[config.mk]
export PLATFORM = sky130hd
export DESIGN_NAME = alu_exec_stage
export DESIGN_NICKNAME = d
export VERILOG_FILES = /design/src/rtl/alu_exec_stage.sv
export SDC_FILE = /design/constraint.sdc
export NUM_CORES = 1
export LEC_CHECK = 0
export ABC_AREA = 1
export CAP_MARGIN = 10
export CORE_ASPECT_RATIO = 0.7
export CORE_MARGIN = 4
export CORE_UTILIZATION = 35
export CTS_CLUSTER_SIZE = 14
export DETAILED_ROUTE_END_ITERATION = 8
export DONT_BUFFER_PORTS = 1
export PLACE_DENSITY = 0.46
export SYNTH_ARGS = -nofsm -noshare
export SYNTH_HDL_FRONTEND = slang
export SYNTH_SLANG_ARGS = --single-unit
[constraint.sdc]
create_clock -name clk -period 6.7 [get_ports clk]
set_clock_uncertainty 0.15 [all_clocks]
set_input_delay 0 -clock clk [delete_from_list [all_inputs] [get_ports clk]]
set_output_delay 0 -clock clk [all_outputs]
set_load 0.03 [all_outputs]
[src/rtl/alu_exec_stage.sv]
// ALU execute stage with a single-entry registered output and condition codes.
//
// Ports:
//   clk        - clock; all state updates on the rising edge
//   rst_n      - synchronous active-low reset
//   in_valid   - upstream offers an operation
//   in_ready   - stage can accept an operation this cycle
//   ifun       - operation: 0=ADD, 1=SUB, 2=AND, 3=XOR (result is valB op valA)
//   valA, valB - 64-bit operands
//   set_cc     - update {ZF,SF,OF} from this operation
//   cond       - condition select, evaluated against the pre-update condition codes
//   out_valid  - result register holds a valid result
//   out_ready  - downstream consumes the result this cycle
//   valE       - registered ALU result
//   cnd        - registered condition outcome
//   cc         - condition-code register {ZF,SF,OF}
module alu_exec_stage (
  input  logic        clk,
  input  logic        rst_n,
  input  logic        in_valid,
  output logic        in_ready,
  input  logic [1:0]  ifun,
  input  logic [63:0] valA,
  input  logic [63:0] valB,
  input  logic        set_cc,
  input  logic [2:0]  cond,
  output logic        out_valid,
  input  logic        out_ready,
  output logic [63:0] valE,
  output logic        cnd,
  output logic [2:0]  cc
);

  localparam logic [2:0] CcReset = 3'b100;

  logic        out_valid_q, out_valid_d;
  logic [63:0] val_e_q, val_e_d;
  logic        cnd_q, cnd_d;
  logic [2:0]  cc_q, cc_d;

  logic [63:0] alu_res;
  logic        alu_of;
  logic        cond_hit;
  logic        accept;
  logic        zf_old, sf_old, of_old;

  assign in_ready  = !out_valid_q || out_ready;
  assign accept    = in_valid && in_ready;
  assign out_valid = out_valid_q;
  assign valE      = val_e_q;
  assign cnd       = cnd_q;
  assign cc        = cc_q;

  // ALU datapath and overflow detection.
  always_comb begin
    alu_res = 64'd0;
    alu_of  = 1'b0;
    case (ifun)
      2'd0: begin
        alu_res = valB + valA;
        alu_of  = (valA[63] == valB[63]) && (alu_res[63] != valB[63]);
      end
      2'd1: begin
        alu_res = valB - valA;
        alu_of  = (valA[63] != valB[63]) && (alu_res[63] != valB[63]);
      end
      2'd2: alu_res = valB & valA;
      default: alu_res = valB ^ valA;
    endcase
  end

  // Condition uses the codes as they stood before this operation's update.
  always_comb begin
    zf_old   = cc_q[2];
    sf_old   = cc_q[1];
    of_old   = cc_q[0];
    cond_hit = 1'b1;
    case (cond)
      3'd1:    cond_hit = (sf_old ^ of_old) | zf_old;
      3'd2:    cond_hit = sf_old ^ of_old;
      3'd3:    cond_hit = zf_old;
      3'd4:    cond_hit = !zf_old;
      3'd5:    cond_hit = !(sf_old ^ of_old);
      3'd6:    cond_hit = !(sf_old ^ of_old) && !zf_old;
      default: cond_hit = 1'b1;
    endcase
  end

  always_comb begin
    out_valid_d = out_valid_q;
    val_e_d     = val_e_q;
    cnd_d       = cnd_q;
    cc_d        = cc_q;
    if (accept) begin
      // Covers simultaneous consume+accept: result replaced, valid stays high.
      out_valid_d = 1'b1;
      val_e_d     = alu_res;
      cnd_d       = cond_hit;
      if (set_cc) begin
        cc_d = {(alu_res == 64'd0), alu_res[63], alu_of};
      end
    end else if (out_valid_q && out_ready) begin
      out_valid_d = 1'b0;
    end
  end

  always_ff @(posedge clk) begin
    if (!rst_n) begin
      out_valid_q <= 1'b0;
      val_e_q     <= 64'd0;
      cnd_q       <= 1'b0;
      cc_q        <= CcReset;
    end else begin
      out_valid_q <= out_valid_d;
      val_e_q     <= val_e_d;
      cnd_q       <= cnd_d;
      cc_q        <= cc_d;
    end
  end

endmodule
# ---- Yosys cells after proc, flatten, opt, wreduce, memory -nomap -nowiden
# Cells that the tools add are included.
dict set report totals {
  reg_bits 69
  latchBits 0
  ramBits 0
  rom_bits 0
  in_bits 138
  out_inout_bits 70
  wordCells 40
  memories 0
}
dict set report classes {
  n_addsub 2
  multipliers 0
  div_mod_pow 0
  magnitude_cmp 0
  eq_ne 12
  n_shift 0
  muxes 5
  n_bitwise 4
  n_reduce_logical 13
}
# op count
set ops {}
lappend ops {{case mux 64 bit (3 select lines)} 1}
lappend ops {{adder 64 bit} 1}
lappend ops {{AND 64 bit} 1}
lappend ops {{logical NOT 64 bit} 1}
lappend ops {{subtractor 64 bit} 1}
lappend ops {{bitwise XOR 64 bit} 1}
lappend ops {{== test 3 bit (second input constant)} 3}
lappend ops {{== test 3 x 2 -> 1 bit (second input constant)} 2}
lappend ops {{case mux 1 bit (6 select lines)} 1}
lappend ops {{logical AND 1 bit} 5}
lappend ops {{== test 3 x 1 -> 1 bit (second input constant)} 1}
lappend ops {{logical NOT 1 bit} 3}
lappend ops {{inequality test 1 bit} 3}
lappend ops {{== test 2 x 1 -> 1 bit (second input constant)} 1}
lappend ops {{== test 2 bit (second input constant)} 1}
lappend ops {{logical NOT 2 bit} 1}
lappend ops {{2-to-1 mux 1 bit} 2}
lappend ops {{case mux 1 bit (2 select lines)} 1}
lappend ops {{AND reduction 2 bit} 1}
lappend ops {{nonzero test 2 bit} 1}
lappend ops {{== test 1 bit} 1}
lappend ops {{logical OR 1 bit} 1}
lappend ops {{OR 1 bit} 1}
lappend ops {{bitwise XOR 1 bit} 1}

# ---- Longest topological paths before layout
# Gate-level depths: netlist of run 1.
dict set report depth {
  depth_word 4
  mapped_depth 26
  depth_no_buf 25
}

# ---- Worst setup path after synthesis of run 1
# OpenSTA, ideal clock, no wires.
dict set report synth_path {
  kind {register to register}
  start {register out_valid_q, in the netlist out_valid}
  end {register cc_q[2], in the netlist cc[2]}
  setup_time_ns 0.059
  arrival_time_ns 2.026
  required_ns 6.491
  path_slack_ns 4.465
  path_stages_with_launch 18
  n_path_buf 0
  period_less_slack_ns 2.235
  cell_sequence {dfxtp_1 nand2_1 nand2_1 inv_1 nand2_1 nor2_1 nand2_1 nor2_1 nand2_1 nor2_1 nand2_1 nor2_1 nand3_1 nor2_1 nand3_1 nor2_1 nand3_1 nand2_1}
}
dict set report synth_between {
  elab_chain_cells 4
}
# element line_no
set synth_rtl {}
lappend synth_rtl {{from (decl)} 36} ;# logic out_valid_q, out_valid_d;
lappend synth_rtl {{from (signal assigned)} 114} ;# out_valid_q <= out_valid_d;
lappend synth_rtl {{logical NOT 1 bit} 47} ;# assign in_ready = !out_valid_q || out_ready;
lappend synth_rtl {{logical OR 1 bit} 47}
lappend synth_rtl {{via in_ready} 21} ;# output logic in_ready,
lappend synth_rtl {{logical AND 1 bit} 48} ;# assign accept = in_valid && in_ready;
lappend synth_rtl {{AND reduction 2 bit (no source line)} n/a}
lappend synth_rtl {{to (signal assigned)} 112} ;# cc_q <= CcReset;
lappend synth_rtl {{to (decl)} 39} ;# logic [2:0] cc_q, cc_d;
# The timed path passes the listed nets, and every way through them passes these cells.
# A chain may end at the register's enable or synchronous reset.

# ---- Worst setup path after layout of run 1
dict set report layout_path {
  start {input valA[0]}
  end {register cc_q[2], in the netlist cc[2]}
}
dict set report layout_between {
  elab_chain_cells 3
  word_cells_on_any_way 6
  classes_between {2 x add/sub; 1 x mux; 2 x bitwise; 1 x reduce/logical}
}
# element line_no
set layout_rtl {}
lappend layout_rtl {{from (decl)} 23} ;# input logic [63:0] valA,
lappend layout_rtl {{subtractor 64 bit (tied with other cells)} 64} ;# alu_res = valB - valA;
lappend layout_rtl {{case mux 64 bit (3 select lines) *} 58} ;# case (ifun)
lappend layout_rtl {{logical NOT 64 bit *} 100} ;# cc_d = {(alu_res == 64'd0), alu_res[63], alu_of};
# Mark *: on every way between the ends. The rest lies on a longest branch, timed or not.

==> out/metrics.yaml, run 1 <==
wl_mm: 93.3
design_area_mm2: 0.0178
cts_buffers: 9
grt_start_max_net_pins: 107
cts_resized: 0
clkTransAtPathRegs_ns: 0.05
min_period_ns: 3.97
hold_violations: 0
drt-initial-drc-count: 3027
synth.largest_area_cell: "nand2_1"
drc: 0
synthFlopType: "dfxtp_1"
yosys_warnings: 0
clk_latency_ns: 0.32
ios: 208
antenna_found_initial: 3
postCtsHoldBufs: 17
routedWlPerCell_um: 23.6
critical_path_arrival_ns: 4.09
first_global_vias: 18835
ys_types: 44
postCtsSetupRepairBufs: 0
slew_viol_final: 0
synthTopCellsByArea: "nand2_1, inv_1, ha_1, nand3_1, dfxtp_1"
cellLeakagePower_nw: 10.1
maxCapViolations: 0
cp_max_fo: 4
grt_overflow: 0
maxSlewHeadroom: 0.133
min_period_over_period: 0.592
die_width_um: 273
synth_edf_count: 0
crit_type: "primary input to flop"
p_per_area_mw_per_mm2: 146
placement_rows: 67
via_per_inst: 5.28
worst_slew_pin_slew_ns: 1.29
track_usage: 0.338
ys_seq_elements: 69
start_util: 0.357
crit_required_ns: 6.82
area_delta_synth_final_pct: 3.43
fp.coreArea_mm2: 0.0482
hold_class: "primary input to flop"
port_buffers: 0
ys_seq_area_frac: 0.0803
ir_drop_mv: 0.172
fillerInstances: 5685
synth_top_area_frac: 0.255
tns_ns: 0
status: "completed"
grt_setup_unrepaired: "false"
antenna_left: 0
syn-cell-area_mm2: 0.0172
dieArea_mm2: 0.0528
clockBufferDepth: 2
cts_tree: "yes"
h-tree-depth: 3
syn_area_per_cell_um2: 5.11
die_h_um: 194
clockRootBuffer: "clkbuf_16"
placed_area_mm2: 0.0173
setup_viol: 0
nets: 3565
synth_nets: 3635
cp-start-kind: "primary input"
place.gp.congestion: 1.05
grt_pass1_wl_mm: 130
async_flop_share: 0
fmax_ghz: 0.252
via_count: 20926
hpwl_mm: 80.4
firstDrtPassIters: 6
clock_sinks: 69
critPathCaptureType: "flop"
drive_gt1_frac: 0.0993
synth_cells: 3368
[cell families (layout without fill, tap and decap cells)]
kind of cell / Yosys count / count (layout) / share of synthesized area
buffers and inverters: 837 / 772 / 0.205
AOI/OAI and AO/OA: 325 / 325 / 0.0994
adders and majority gates: 129 / 129 / 0.0947
and+or+nand+nor: 2006 / 2006 / 0.520
xor gates and xnor gates: 2 / 2 / 0.00102
DFF: 69 / 69 / 0.0803
other: 0 / 3 / 0
[sequential cells by signal, summed over array words and instances, names as in the netlist]
name and cells:
cc 3, cnd 1, valE 64, out_valid 1
[placed cells by master (no fill, tap or decap), types with 69 or more instances in the layout]
cell type / n
inv_1: 633
o21ai_0: 145
nand2_1: 1167
a21oi_1: 150
dfxtp_1: 69
nor2_2: 76
inv_2: 88
ha_1: 127
nand3_1: 304
nor2_1: 257
[stage by stage]
step / std cells / setup slack, ns / hold slack (ns) / total power (W) / utilization
floorplan: 3368 / 4.46 / 0.0776 / 0.00159 / -
global placement: 3925 / 3.18 / -0.000403 / 0.00208 / 0.360
detailed placement: 3925 / 3.24 / -0.00111 / 0.00208 / 0.360
CTS: 3958 / 3.01 / 0.000551 / 0.00254 / 0.369
global route: 3958 / 2.54 / 0.0282 / 0.00275 / 0.369
finish: 3961 / 2.73 / 0.00133 / 0.00261 / 0.369
[power by group]
group	leakage, nW	switching [W]	total (W)	internal [W]
logic	9.35	0.00121	0.00162	0.000411
clock network	0.132	0.000167	0.000437	0.000270
registers	0.572	0.000105	0.000553	0.000449
[critical path, cell delays in order]
cell and delay [ns]:
dlygate4sd3_1 0.55, ha_1 0.24, fa_1 0.39, inv_1 0.32, nand3_1 0.17, nand2_2 0.25, nand2_1 0.13, nand2_2 0.14
nand2_1 0.10, nand2_1 0.13, nand2_1 0.07, nand3_1 0.09, nand3_1 0.08, nor2_1 0.53, nand2_1 0.11, nor2_1 0.16
nand3_1 0.11, nor2_1 0.10, nand3_1 0.14, nor2_1 0.13, nand3_1 0.08, nand2_1 0.06
[cells in the mapped netlist (all sizes together) (2+ instances only)]
library cell	n
nor3	18
nand3b	2
buf	73
o2111ai	2
o21bai	11
clkinv	7
nand4	53
o211ai	2
and2	5
nor2	373
a21oi	157
ha	127
nor4	3
dfxtp	69
fa	2
clkbuf	34
o21ai	152
nand2	1230
inv	723
nand3	321
[layout make-up]
| class | count | area, um2 | share of cell area |
|---|---|---|---|
| Sequential cell | 69 | 1380 | 0.0776 |
| Clock buffer | 13 | 260 | 0.0146 |
| Timing Repair Buffer | 26 | 248 | 0.0139 |
| Antenna cell | 3 | 7.51 | 0.000422 |
| Clock inverter | 3 | 20.0 | 0.00112 |
| Inverter | 730 | 2750 | 0.154 |
| Tap cell | 655 | 820 | 0.0460 |
| Multi-Input combinational cell | 2462 | 12300 | 0.692 |
[worst paths after layout]
kind | start | endpoint | slack, ns | cells after the start
worst max-delay path | valA[0] | cc[2] | 2.73 | 22
worst min-delay path | ifun[1] | valE[2] | 0.001 | 4
worst max register to register | out_valid | valE[15] | 3.79 | 8
worst min register to register | cc[0] | cc[0] | 0.50 | 2
[metal layers]
layer,wire length (um),GRT usage,share of wire,up-vias
li1,-,-,-,10097
met1,46400,0.541,0.50,9550
met2,30400,0.398,0.33,1220
met3,15600,0.163,0.17,59
met4,866,0.0360,0.0093,0
met5,0,0,0,-
Power figures use the tool's default switching activity.
==> run 2, diff against run 1 <==
- PLACE_DENSITY: 0.46 -> 0.48
- clock period: 6.7 -> 3.6 ns (I/O delays scaled with it)
==> out/metrics.yaml, run 2 (synthesized netlist as in run 1, its figures left out) <==
status: "finished, violations left"
violations: "negative hold slack"
cp_max_fo: 3  # -1
via_count: 21123  # +0.94%
multi_input_area_mm2: 0.0123  # about the same
critPathCaptureType: "flop"
track_usage: 0.321  # -0.0168
placement_rows: 67  # unchanged
via_per_inst: 5.27  # -0.24%
firstDrtPassIters: 6  # unchanged
clockRootBuffer: "clkbuf_16"
cp_top_family: "simple AND/OR/NAND/NOR gates"
insertedDiodeCount: 0  # -3
final_cell_mix: "nand2_1, inv_1, nand3_1"
final_common_cell: "nand2_1"
slew_viol_final: 0  # unchanged
grt_setup_unrepaired: "false"
drc: 0  # unchanged
crit_type: "primary input to flop"
postCtsSetupRepairBufs: 0  # unchanged
routedWlPerCell_um: 22.2  # -5.8%
crit_required_ns: 3.72  # -3.10 ns
cts_tree: "yes"
design_area_mm2: 0.0183  # +2.5%
ios: 208  # unchanged
grt_pass1_wl_mm: 127  # -2.9%
seqCellArea_mm2: 0.00138  # unchanged
cpMostUsedCell: "nand3_1"
wl_mm: 88.9  # -4.7%
place.gp.congestion: 1.07  # +1.1%
tns_ns: 0  # unchanged
hpwl_mm: 76.4  # -5.0%
min_period_over_period: 0.941
ir_drop_mv: 0.231  # +34%
drive_gt1_frac: 0.114  # +0.0143
cts_buffers: 9  # unchanged
clockBufferDepth: 2  # unchanged
cp_slowest_cell: "dlygate4sd3_1"
first_global_vias: 18902  # +0.36%
fp.coreArea_mm2: 0.0482  # unchanged
antenna_left: 0  # unchanged
grt_start_max_net_pins: 107  # unchanged
hold_slack_ns: -0.0146  # -0.0159 ns
fillerInstances: 5692  # +0.12%
critical_path_buf_inv_count: 3  # +1
start_util: 0.357  # unchanged
die_width_um: 273  # unchanged
drt-initial-drc-count: 3026  # -0.033%
dieArea_mm2: 0.0528  # unchanged
die_h_um: 194  # unchanged
clkTransAtPathRegs_ns: 0.06  # about the same
min_period_ns: 3.39
critPathMaxStageDelay_ns: 0.56  # about the same
worst_slew_pin_slew_ns: 1.36  # +0.0735 ns
cellLeakagePower_nw: 10.3  # +2.8%
antenna_found_initial: 1  # -2
worstPathCellList: "dlygate4sd3_1 > ha_1 > inv_1 > nand3_1 > nand2_1 > buf_4 > nand2_2 > nand2_2 > nand2_4 > nand2_4 > nand2_2 > nand2_2 > nand2_1 > nand3_1 > nand3_1 > nor2_1 > nand3_1 > nor2_1 > nand3_1 > nor2_1 > nand3_1 > nand2_1"
cp-start-kind: "primary input"
hold_violations: 1  # +1
nets: 3615  # +1.4%
critical_path_arrival_ns: 3.51  # -0.58 ns
grt_overflow: 0  # unchanged
placed_area_mm2: 0.0177  # +2.4%
area_delta_synth_final_pct: 6.06
largest_register_ffs: 64  # unchanged
clk_latency_ns: 0.33  # about the same
h-tree-depth: 3  # unchanged
maxSlewHeadroom: 0.0924  # -0.0409
clock_sinks: 69  # unchanged
fmax_ghz: 0.295
setup_viol: 0  # unchanged
maxCapViolations: 0  # unchanged
hold_class: "primary input to flop"
port_buffers: 0  # unchanged
p_per_area_mw_per_mm2: 277  # +89%
-- run 2: worst min-delay path: cells and delay by family --
kind             cells  cell delay (ns)
AO/OA/AOI/OAI        3             0.33
AND/OR/NAND/NOR      1             0.07
-- run 2: routing by layer --
metal  part of all wire  up-vias  track usage
li1                   -    10187            -
met2               0.34     1281        0.388
met3               0.16       61        0.109
met1               0.49     9594        0.535
met4             0.0097        0       0.0331
met5                  0        -            0
-- run 2: stage by stage --
| step | util | std cells | total power (W) | setup WS [ns] |
|---|---|---|---|---|
| 6_report | 0.379 | 4008 | 0.00505 | 0.214 |
| 5_1_grt | 0.379 | 4008 | 0.00534 | 0.112 |
| 4_1_cts | 0.379 | 4008 | 0.00494 | 0.297 |
| 3_5_place_dp | 0.368 | 3975 | 0.00393 | 0.264 |
| 3_3_place_gp | 0.368 | 3975 | 0.00394 | 0.244 |
| 2_1_floorplan | - | 3368 | 0.00297 | 1.36 |
-- run 2: timing repair --
item	4_1_cts	5_1_grt
setup endpoints to repair	0	1
resized for setup	0	1
hold buffers	17	0
hold endpoints to repair	69	0
-- run 2: final cells by class --
type,instances,share of cell area
Tap cell,655,0.0449
Clock inverter,6,0.00473
Inverter,730,0.150
Clock buffer,10,0.0131
Sequential cell,69,0.0757
Timing Repair Buffer,76,0.0362
Multi-Input combinational cell,2462,0.675
-- run 2: report_power, final --
part	internal [W]	switching (W)
logic	0.000844	0.00223
registers	0.000835	0.000193
clock network	0.000623	0.000329
total	0.00230	0.00275
-- run 2: path summary, 6_finish.rpt --
kind | startpoint | endpoint | slack, ns | cells past startpoint
worst max-delay path | valA[0] | cc[2] | 0.21 | 22
worst min-delay path | ifun[1] | valE[2] | -0.01 | 4
worst max register to register | out_valid | valE[53] | 0.75 | 7
worst min register to register | cc[0] | cc[0] | 0.50 | 2
==> run 3, diff against run 2 <==
- CELL_PAD_IN_SITES_DETAIL_PLACEMENT: unset -> 0
- CELL_PAD_IN_SITES_GLOBAL_PLACEMENT: unset -> 1
- PLACE_DENSITY: 0.48 -> 0.68
==> out/metrics.yaml, run 3 (synthesized netlist as in run 1, its figures left out) <==
cp-start-kind: "primary input"
busiest_layer: "met1"
fillerInstances: 5630  # -1.1%
postCtsSetupRepairBufs: 0  # unchanged
setup_viol: 1  # +1
nets: 3649  # +0.94%
design_area_mm2: 0.0185  # +1.5%
seqCellArea_mm2: 0.00138  # unchanged
drive_gt1_frac: 0.122  # +0.00838
largest_register_ffs: 64  # unchanged
critPathCaptureType: "flop"
port_buffers: 0  # unchanged
die_width_um: 273  # unchanged
hold_class: "primary input to flop"
hold_depth: 4  # unchanged
antenna_left: 0  # unchanged
hold_violations: 0  # -1
slew_viol_final: 0  # unchanged
status: "finished, violations left"
grt_pass1_wl_mm: 135  # +6.7%
via_count: 21259  # +0.64%
clockBufferDepth: 2  # unchanged
maxCapViolations: 0  # unchanged
grt_use_met2: 0.406  # +0.0173
worst_slew_pin_slew_ns: 1.18  # -0.182 ns
placed_area_mm2: 0.0181  # +1.8%
drc: 0  # unchanged
fmax_ghz: 0.276  # -6.5%
cp_max_fo: 50  # +47
firstDrtPassIters: 8  # +2
drt-initial-drc-count: 2519  # -17%
area_delta_synth_final_pct: 7.64
die_h_um: 194  # unchanged
met1_usage: 0.533  # -0.00148
h-tree-depth: 3  # unchanged
cts_buffers: 9  # unchanged
grt_setup_unrepaired: "false"
hpwl_mm: 84.3  # +10%
grt_start_max_net_pins: 107  # unchanged
violations: "negative setup slack"
routedWlPerCell_um: 24.1  # +8.7%
clockRootBuffer: "clkbuf_16"
clock_sinks: 69  # unchanged
multi_input_area_mm2: 0.0123  # unchanged
ios: 208  # unchanged
min_period_over_period: 1.01  # +0.0649
placement_rows: 67  # unchanged
crit_required_ns: 3.71  # about the same
critical_path_arrival_ns: 3.73  # +0.22 ns
clkTransAtPathRegs_ns: 0.05  # about the same
place.gp.congestion: 1.02  # -3.9%
use_met3: 0.233  # +0.124
ir_drop_mv: 0.405  # +76%
crit_type: "primary input to flop"
antenna_found_initial: 5  # +4
dieArea_mm2: 0.0528  # unchanged
first_global_vias: 19391  # +2.6%
maxSlewHeadroom: 0.207  # +0.114
grt_overflow: 0  # unchanged
clk_latency_ns: 0.32  # about the same
final_cell_mix: "nand2_1, inv_1, nand3_1"
p_per_area_mw_per_mm2: 279  # +0.66%
cellLeakagePower_nw: 10.5  # +1.6%
wl_mm: 97.4  # +9.6%
fp.coreArea_mm2: 0.0482  # unchanged
track_usage: 0.352  # +0.0311
final_common_cell: "nand2_1"
worst_slack_ns: -0.0200  # -0.234 ns
start_util: 0.357  # unchanged
r2r_cells: 7  # unchanged
min_period_ns: 3.62  # +0.234 ns
cts_tree: "yes"
p_total_w: 0.00516  # +2.2%
via_per_inst: 5.26  # -0.18%
## run 3: cell types whose count changed in the layout (fill, tap and decap cells not counted), sizes merged
cell | before | now
clkinv | 10 | 7
dlygate4sd3 | 16 | 13
clkbuf | 10 | 12
buf | 60 | 97
clkinvlp | 1 | 0
diode | 0 | 1
## run 3: metrics by stage
stage | utilization | setup TNS (ns) | hold slack [ns] | setup slack (ns) | instances
floorplan | - | 0 | 0.0776 | 1.36 | 3368
global placement | 0.375 | 0 | -0.00104 | 0.128 | 4012
detailed placement | 0.375 | 0 | -0.00154 | 0.166 | 4012
CTS | 0.384 | 0 | 0.00172 | 0.180 | 4040
global route | 0.384 | 0 | 0.0304 | 0.0159 | 4040
finish | 0.384 | -0.0200 | 0.00432 | -0.0200 | 4041
## run 3: final cells by class
type | count | area share
Multi-Input combinational cell | 2462 | 0.665
Inverter | 730 | 0.148
Sequential cell | 69 | 0.0746
Timing Repair Buffer | 110 | 0.0517
Tap cell | 655 | 0.0442
Clock buffer | 12 | 0.0128
Clock inverter | 2 | 0.00324
Antenna cell | 1 | 0.000135
## run 3: routing by layer
layer,part of all wire,vias up
met5,0.0018,-
met4,0.0084,6
met3,0.19,74
met2,0.32,1235
met1,0.48,9708
li1,-,10236
## run 3: final timing paths
| check | start | to | slack [ns] |
|---|---|---|---|
| worst max-delay path | ifun[1] | cc[2] | -0.02 |
| worst min register to register | cc[0] | cc[0] | 0.51 |
| worst min-delay path | ifun[0] | valE[2] | 0.004 |
| worst max register to register | out_valid | valE[35] | 0.82 |
## run 3: worst max-delay path, cell delays in order
cell and delay, ns:
dlygate4sd3_1 1.28, nor2_4 0.34, buf_12 0.31, nand3_1 0.14
nand4_1 0.36, nor3_1 0.33, nand2_1 0.08, nor2_1 0.13
nand3_1 0.11, nor2_1 0.11, nand3_1 0.15, nor2_1 0.13
nand3_1 0.08, nand2_1 0.06
## run 3: where the power goes
part	switching (W)	total (W)	internal, W
Clock	0.000300	0.000899	0.000599
Combinational	0.00233	0.00323	0.000899
Sequential	0.000195	0.00103	0.000836
Total	0.00283	0.00516	0.00233
## run 3: what timing repair did
item / in CTS / in global routing
hold buffers: 14 / 0
endpoints found under the hold margin: 69 / 0
resized for setup: 0 / 1
endpoints found under the setup margin: 0 / 1
